### src/rtl/instr_encoder.sv
// instr_encoder
//
// Issue-side partner of the datapath instruction decoder. It takes instruction
// requests as separate fields over a valid/ready handshake and packs each one
// into the 16-bit instruction format. Packed words are buffered in a small
// circular FIFO. When issue_en allows it, the encoder presents one buffered
// word per clock on a registered output. Cycles with nothing to issue carry
// the NOP word (opcode 111).
//
// Ports
//   clk          in   1      system clock, rising edge
//   rst          in   1      asynchronous, active-high reset
//   in_valid     in   1      request valid
//   in_ready     out  1      encoder can accept a request (FIFO not full)
//   in_op        in   3      opcode: ADD SUB AND OR NOT LOADI (110/111 illegal)
//   in_dest      in   3      destination register
//   in_src1      in   3      source register 1
//   in_src2      in   3      source register 2
//   in_imm       in   8      immediate, LOADI only
//   issue_en     in   1      allow one FIFO entry to issue this cycle
//   instruction  out  16     registered instruction word to the decoder
//   instr_valid  out  1      instruction holds a real entry (not NOP)
//   fifo_count   out  CNT_W  entries currently buffered
//   err_illegal  out  1      one-cycle pulse after an illegal opcode is accepted

module instr_encoder #(
    parameter int DEPTH = 4,
    parameter int CNT_W = $clog2(DEPTH) + 1
) (
    input  logic             clk,
    input  logic             rst,
    input  logic             in_valid,
    output logic             in_ready,
    input  logic [2:0]       in_op,
    input  logic [2:0]       in_dest,
    input  logic [2:0]       in_src1,
    input  logic [2:0]       in_src2,
    input  logic [7:0]       in_imm,
    input  logic             issue_en,
    output logic [15:0]      instruction,
    output logic             instr_valid,
    output logic [CNT_W-1:0] fifo_count,
    output logic             err_illegal
);

    localparam int               PTR_W    = $clog2(DEPTH);
    localparam logic [15:0]      NOP_WORD = 16'hE000;
    localparam logic [CNT_W-1:0] FULL_CNT = CNT_W'(DEPTH);

    localparam logic [2:0] OP_ADD   = 3'b000;
    localparam logic [2:0] OP_SUB   = 3'b001;
    localparam logic [2:0] OP_AND   = 3'b010;
    localparam logic [2:0] OP_OR    = 3'b011;
    localparam logic [2:0] OP_NOT   = 3'b100;
    localparam logic [2:0] OP_LOADI = 3'b101;

    logic [15:0]      mem_q [DEPTH];
    logic [PTR_W-1:0] wr_ptr_q, wr_ptr_d;
    logic [PTR_W-1:0] rd_ptr_q, rd_ptr_d;
    logic [CNT_W-1:0] count_q, count_d;
    logic [15:0]      instr_q, instr_d;
    logic             valid_q, valid_d;
    logic             err_q, err_d;

    logic [15:0]      enc_word;
    logic             legal;
    logic             accept;
    logic             push;
    logic             pop;

    // Ready depends on the count alone, so a full FIFO refuses a request
    // even in a cycle where an entry is popped.
    assign in_ready = (count_q != FULL_CNT);
    assign accept   = in_valid && in_ready;
    assign legal    = (in_op != 3'b110) && (in_op != 3'b111);
    assign push     = accept && legal;
    assign pop      = issue_en && (count_q != '0);

    // Fields the format does not use for an opcode are forced to zero,
    // whatever the requester drives on them.
    always_comb begin
        enc_word = '0;
        case (in_op)
            OP_ADD, OP_SUB, OP_AND, OP_OR:
                enc_word = {in_op, in_dest, in_src1, in_src2, 4'b0000};
            OP_NOT:
                enc_word = {in_op, in_dest, in_src1, 7'b0000000};
            OP_LOADI:
                enc_word = {in_op, in_dest, 2'b00, in_imm};
            default:
                enc_word = '0;
        endcase
    end

    always_comb begin
        wr_ptr_d = wr_ptr_q;
        rd_ptr_d = rd_ptr_q;
        count_d  = count_q;
        instr_d  = NOP_WORD;
        valid_d  = 1'b0;
        err_d    = accept && !legal;

        // DEPTH is a power of two, so natural pointer overflow is the wrap.
        if (push) begin
            wr_ptr_d = wr_ptr_q + PTR_W'(1);
        end
        if (pop) begin
            rd_ptr_d = rd_ptr_q + PTR_W'(1);
            instr_d  = mem_q[rd_ptr_q];
            valid_d  = 1'b1;
        end

        case ({push, pop})
            2'b10:   count_d = count_q + CNT_W'(1);
            2'b01:   count_d = count_q - CNT_W'(1);
            default: count_d = count_q;
        endcase
    end

    always_ff @(posedge clk or posedge rst) begin
        if (rst) begin
            wr_ptr_q <= '0;
            rd_ptr_q <= '0;
            count_q  <= '0;
            instr_q  <= NOP_WORD;
            valid_q  <= 1'b0;
            err_q    <= 1'b0;
        end else begin
            wr_ptr_q <= wr_ptr_d;
            rd_ptr_q <= rd_ptr_d;
            count_q  <= count_d;
            instr_q  <= instr_d;
            valid_q  <= valid_d;
            err_q    <= err_d;
        end
    end

    // Storage needs no reset: an entry is read only after a push has
    // written it, and reset clears the count and pointers.
    always_ff @(posedge clk) begin
        if (push) begin
            mem_q[wr_ptr_q] <= enc_word;
        end
    end

    assign instruction = instr_q;
    assign instr_valid = valid_q;
    assign fifo_count  = count_q;
    assign err_illegal = err_q;

endmodule

### config.mk
export PLATFORM = sky130hd
export DESIGN_NAME = instr_encoder
export DESIGN_NICKNAME = d
export VERILOG_FILES = /design/src/rtl/instr_encoder.sv
export SDC_FILE = /design/constraint.sdc
export NUM_CORES = 1
export LEC_CHECK = 0
export BUFFER_PORTS_ARGS = -buffer_cell sky130_fd_sc_hd__buf_2
export CAP_MARGIN = 20
export CORE_MARGIN = 2
export CORE_UTILIZATION = 36
export DETAILED_ROUTE_END_ITERATION = 8
export GPL_ROUTABILITY_DRIVEN = 0
export GPL_TIMING_DRIVEN = 0
export SLEW_MARGIN = 20
export SYNTH_ARGS = -nofsm -noshare
export SYNTH_HDL_FRONTEND = slang
export SYNTH_SLANG_ARGS = --single-unit
### constraint.sdc
create_clock -name clk -period 5.6 [get_ports clk]
set_input_delay 1.12 -clock clk [delete_from_list [all_inputs] [get_ports clk]]
set_output_delay 1.12 -clock clk [all_outputs]
set_load 0.02 [all_outputs]
==> results.yml, run 1 <==
outcome:
  status: "completed"
detailed_routing:
  drt_iter0_drc: 92
  via_per_inst: 4.380
  dr_total_vias: 1660
  drc: 0
  wire_per_inst_um: 15.23
  antenna_left: 0
  routed_wirelength_mm: 5.774
  drt-pass1-iter-count: 4
power_and_ir_drop:
  p_leak_uw: 0.001615
  power_density_mw_per_mm2: 485.7
  power_uw: 2005
  max-vdd-ir-drop_mv: 0.1622
sta:
  fin_crit_ns: 2.767
  rsz0062_at_grt: "no"
  tns_ns: 0
  finalClockSkew_ns: 0.01070
  fin_crit_sh_pct: 49.41
  timing.fmax_mhz: 361.4
  final_max_slew_viol_count: 0
  setup_viol: 0
  hold_violations: 0
  tightest_slew_ns: 0.5219
  maxSlewHeadroom_pct: 65.21
logic_synthesis:
  synthTopCellsByArea: "edfxtp_1 55%, dfrtp_1 16%, mux4_2 10%"
  seq_area_frac_synth_pct: 73.32
  ys_ff_latch: 89
  synth_area_per_cell_um2: 18.41
  yosys.area.top_type: "edfxtp_1"
  syn-num-nets: 219
  synth_top_area_share_pct: 55.23
  yosys-top-cells-count: "64 x edfxtp_1, 23 x and2_1, 22 x dfrtp_1"
  synth_edf_count: 64
  synth_cell_type_count: 29
  yosys_warnings: 0
  synth.most_common_cell: "edfxtp_1"
  ys.flop_type: "edfxtp_1"
  netlist_instances: 189
  async_flop_share_pct: 28.09
  syn-cell-area_mm2: 0.003480
critical_path:
  cp-start-kind: "primary input"
  crit_path_end_kind: "flop"
  cp.required_ns: 5.87
  cp_max_fo: 11
  cpMaxStageDelayCell: "clkbuf_1"
  critPathArrivalTime_ns: 3.04
  critPathMaxStageDelay_ns: 0.45
  crit_path_frequent_cell: "xor2_1"
  path_cells: "buf_2 > o31a_2 > clkbuf_1 > ha_1 > inv_1 > fa_1 > xor2_1 > nor2_1 > xor2_1"
  crit_type: "in2reg"
global_routing:
  antenna_found_initial: 0
  grt_pass1_wl_mm: 8.838
  grt_pass1_vias: 1690
  grt_max_degree: 26
  track_usage_pct: 12.05
  overflow: 0
die:
  core_area_mm2: 0.009328
  start_util_pct: 37.30
  ios: 46
  die_x_um: 102.3
  die_h_um: 102.3
  num_rows: 35
  design.die.area_mm2: 0.01047
layout:
  fillCellCount: 817
  final_util_pct: 44.25
  drive_above_1_share_pct: 36.40
  stdcell_count: 379
  fin_area_mm2: 0.004128
  syn2layout_area_growth_pct: 18.63
  insertedDiodeCount: 0
  nNetsFinal: 275
clock_network:
  cts.clk_slew.worst_paths_ns: 0.08
  holdBufCountCts: 0
  cts_buffer_depth: 2
  post_cts_resized: 0
  cts_tree: "built"
  htreeDepth: 3
  cts.sinks: 89
  root_buffer: "clkbuf_8"
  cts_inserted_buffers: 9
  cts_setup_buffers: 0
  clk_latency_ns: 0.35
place:
  port_buffers: 44
  placed_cells: 362
  dp_hpwl_mm: 3.751
  placed_area_mm2: 0.003861
job:
  max_cap_violations: 0
hold_path:
  hold_class: "reg2reg"
## worst paths after layout
| check | startpoint | endpoint | slack [ns] | cells after the start |
|---|---|---|---|---|
| min in group asynchronous | rst | instruction[4] | 0.66 | 2 |
| hold / removal | fifo_count[2] | fifo_count[2] | 0.51 | 1 |
| hold reg to reg | fifo_count[2] | fifo_count[2] | 0.51 | 1 |
| setup / recovery | issue_en | fifo_count[2] | 2.83 | 9 |
| max in group asynchronous | rst | instruction[13] | 4.50 | 3 |
| setup reg to reg | fifo_count[0] | fifo_count[2] | 3.21 | 8 |
## logic make-up after synthesis
group,share of synthesized area [%]
adder cells (fa/ha/maj),2.373
AO/OA/AOI/OAI,1.259
flip-flops,73.32
XOR/XNOR,1.511
multiplexers,11.08
AND/OR/NAND/NOR,7.803
buffers and inverters,2.661
## placed cells by master (no fill, tap or decap), drive strengths merged, types with 2 or more instances in the layout
cell	netlist	layout
xnor2	3	3
dfstp	3	3
nand2	6	6
clkbuf	2	15
and2	27	27
nand2b	3	3
edfxtp	64	64
nor2	2	2
buf	6	51
nor2b	2	2
ha	5	5
o21ai	4	4
inv	11	10
mux4	16	16
bufinv	0	3
dfrtp	22	22
xor2	3	3
## where the power goes
part / internal [µW] / switching [µW] / total [µW]
Combinational: 265 / 315 / 580
Sequential: 865 / 43.2 / 908
Clock: 310 / 207 / 517
## routing by layer
layer / GRT usage (%) / wire length (µm) / vias up
li1: - / - / 798
met1: 15.09 / 2576 / 812
met2: 19.64 / 2856 / 42
met3: 4.514 / 258 / 8
met4: 3.692 / 81 / 0
met5: 0 / 0 / -
## through the flow
stage,worst slack (ns),hold WS (ns)
finish,2.833,0.5084
global route,2.647,0.5406
CTS,2.789,0.5165
detailed placement,2.423,0.5029
global placement,2.445,0.5049
floorplan,2.879,0.5348
## worst max-delay path, delay by kind of cell
kind / cells / cell delay (ns)
buffers and inverters: 3 / 0.58
adders and majority gates: 2 / 0.65
and+or+nand+nor: 1 / 0.12
AOI/OAI and AO/OA: 1 / 0.26
xor gates and xnor gates: 2 / 0.30
## flip-flops by register name (all words and copies together) (netlist names)
register and flops:
instr_valid 1, instruction 16, wr_ptr_q 2, rd_ptr_q 2
err_illegal 1, fifo_count 3, mem_q 64
## cell type report
type	instances	area (µm²)	share of cell area, %
Clock inverter	3	90.09	2.182
Sequential cell	89	2551	61.81
Tap cell	129	161.4	3.910
Timing Repair Buffer	45	247.7	6.002
Clock buffer	13	148.9	3.607
Multi-Input combinational cell	81	835.8	20.25
Inverter	11	41.29	1.000
Buffer	8	51.30	1.243
Note: power is estimated with default switching activity, not from simulation.
==> run 2, diff against run 1 <==
--- a/config.mk
+++ b/config.mk
@@ -5,6 +5,7 @@
 export SDC_FILE = /design/constraint.sdc
 export NUM_CORES = 1
 export LEC_CHECK = 0
+export ABC_AREA = 1
 export BUFFER_PORTS_ARGS = -buffer_cell sky130_fd_sc_hd__buf_2
 export CAP_MARGIN = 20
 export CORE_MARGIN = 2
==> constraint.sdc (replaced) <==
create_clock -name clk -period 2.5 [get_ports clk]
set_input_delay 0.5 -clock clk [delete_from_list [all_inputs] [get_ports clk]]
set_output_delay 0.5 -clock clk [all_outputs]
set_load 0.02 [all_outputs]
==> run 2 against run 1 <==
Synthesized cell count up 91%. Total power grew 140%. Worst hold slack lost 0.32 ns. Global-route usage rose by 2.5 points. Routed wire length grew 32%. Die area grew 9.9%.
==> results.yml, run 2 <==
outcome:
  status: "completed"
clock_network:
  cts.sinks: 89
  cts_setup_buffers: 0
  cts_buffer_depth: 2
  clk_latency_ns: 0.35
  holdBufCountCts: 0
  cts.clk_slew.worst_paths_ns: 0.09
  post_cts_resized: 0
  cts_inserted_buffers: 9
  cts_tree: "built"
  root_buffer: "clkbuf_8"
  htreeDepth: 3
layout:
  regMostFlops: "mem_q"
  fin_area_mm2: 0.004498
  largest_reg_flops: 64
  stdcell_count: 562
  mostFrequentLayoutCells: "94 x nand2_1, 77 x inv_1, 64 x edfxtp_1"
  nNetsFinal: 451
  drive_above_1_share_pct: 24.41
  final_common_cell: "nand2_1"
  fillCellCount: 968
  syn2layout_area_growth_pct: 17.14
  insertedDiodeCount: 0
place:
  placed_cells: 546
  placed_area_mm2: 0.004298
  port_buffers: 45
  dp_hpwl_mm: 5.240
logic_synthesis:
  synth_top_area_share_pct: 50.05
  syn-num-nets: 391
  netlist_instances: 361
  seq_area_frac_synth_pct: 66.44
  syn-cell-area_mm2: 0.003840
  ys_ff_latch: 89
  synth_cell_type_count: 22
  synth_area_per_cell_um2: 10.64
  yosys.area.top_type: "edfxtp_1"
  synthTopCellsByArea: "edfxtp_1 50%, dfrtp_1 14%, nand2_1 9.2%"
  yosys-top-cells-count: "94 x nand2_1, 78 x inv_1, 64 x edfxtp_1"
  synth.most_common_cell: "nand2_1"
  yosys_warnings: 0
  synth_edf_count: 64
  async_flop_share_pct: 28.09
  ys.flop_type: "edfxtp_1"
critical_path:
  r2r_end: "fifo_count[2]"
  r2r-start: "fifo_count[0]"
  cp_max_fo: 7
  reg2regPathDepth: 10
  critPathArrivalTime_ns: 2.19
  r2r_slack_ns: 0.55
  crit_type: "reg2reg"
  crit_path_end_kind: "flop"
  cp-start-kind: "flop"
  cp.required_ns: 2.74
sta:
  fin_crit_ns: 1.950
  hold_violations: 0
  maxSlewHeadroom_pct: 61.85
  tightest_slew_ns: 0.5715
  finalClockSkew_ns: 0.01314
  final_max_slew_viol_count: 0
  fin_crit_sh_pct: 77.98
  whs_ns: 0.1929
  setup_viol: 0
  timing.fmax_mhz: 512.9
  rsz0062_at_grt: "no"
power_and_ir_drop:
  power_density_mw_per_mm2: 1075
  p_leak_uw: 0.002127
  max-vdd-ir-drop_mv: 0.4190
  power_uw: 4835
detailed_routing:
  drt-pass1-iter-count: 4
  routed_wirelength_mm: 7.624
  via_per_inst: 4.315
  drt_iter0_drc: 113
  wire_per_inst_um: 13.57
  antenna_left: 0
  dr_total_vias: 2425
  drc: 0
global_routing:
  grt_max_degree: 26
  antenna_found_initial: 0
  grt_pass1_wl_mm: 12.31
  grt_pass1_vias: 2312
  overflow: 0
  track_usage_pct: 14.54
die:
  num_rows: 37
  core_area_mm2: 0.01032
  ios: 46
  design.die.area_mm2: 0.01151
  start_util_pct: 37.20
  die_h_um: 107.3
  die_x_um: 107.3
job:
  max_cap_violations: 0
hold_path:
  hold_class: "in2async"
-- run 2: changes by cell type in the layout (fill, tap and decap cells not counted), sizes merged, moves of 9 or more --
cell / before / now
nand2: 6 / 96
buf: 51 / 60
and2: 27 / 0
mux4: 16 / 0
nor2: 2 / 17
nand3: 1 / 37
a21oi: 0 / 14
inv: 10 / 86
-- run 2: area by class of cell --
type | instances | area (µm²) | share of cell area [%]
plain buffers | 11 | 101.3 | 2.253
clock buffers | 10 | 127.6 | 2.837
clock inverters | 6 | 72.57 | 1.613
inverters | 83 | 314.1 | 6.982
multi-input cells | 178 | 883.3 | 19.64
flip-flops and latches | 89 | 2551 | 56.72
well taps | 136 | 170.2 | 3.783
repair buffers | 49 | 277.8 | 6.175
-- run 2: report_power, final --
part	internal (µW)	leakage (µW)	total [µW]	switching (µW)
Sequential	1950	0.000903	2050	102
Clock	477	0.000103	994	518
Combinational	611	0.00112	1790	1180
Total	3030	0.00213	4830	1800
-- run 2: metal layers --
layer  global-route usage, %  routed length [µm]
met5                       0                   0
met4                   4.082                 112
met3                   3.329                 355
met2                   25.09                3858
met1                   18.29                3298
-- run 2: logic make-up (layout without fill, tap and decap cells) --
kind of cell | count (synthesis) | after routing | synth area share (%)
fa+ha+maj | 6 | 6 | 2.151
compound gates | 17 | 17 | 3.193
simple gates | 153 | 153 | 16.94
xor+xnor | 2 | 2 | 0.4563
buf+inv | 94 | 159 | 10.82
flops | 89 | 89 | 66.44
-- run 2: worst max-delay path: stages, from the launching register on --
cell	delay, ns
dfrtp_1	0.41
inv_1	0.15
nand3_2	0.15
nand3_2	0.20
ha_1	0.20
inv_1	0.07
fa_1	0.38
nand2_1	0.10
nand3_1	0.08
nand2_1	0.06
nand2_1	0.05
-- run 2: worst max-delay path by stage --
stage	start	endpoint	slack, ns
after floorplan	fifo_count[0]	mem_q[0][0]	0.46
after global placement	in_op[2]	mem_q[2][9]	-0.30
after detailed placement	in_op[2]	fifo_count[2]	0.43
after CTS	fifo_count[0]	fifo_count[2]	0.53
after global routing	fifo_count[0]	fifo_count[2]	0.37
final	fifo_count[0]	fifo_count[2]	0.55
-- run 2: stage by stage --
stage	setup WS, ns	setup TNS (ns)	utilization (%)
2_1_floorplan	0.4561	0	-
3_3_place_gp	-0.2982	-15.20	41.03
3_5_place_dp	0.4275	0	41.63
4_1_cts	0.5318	0	43.57
5_1_grt	0.3723	0	43.57
6_report	0.5504	0	43.57
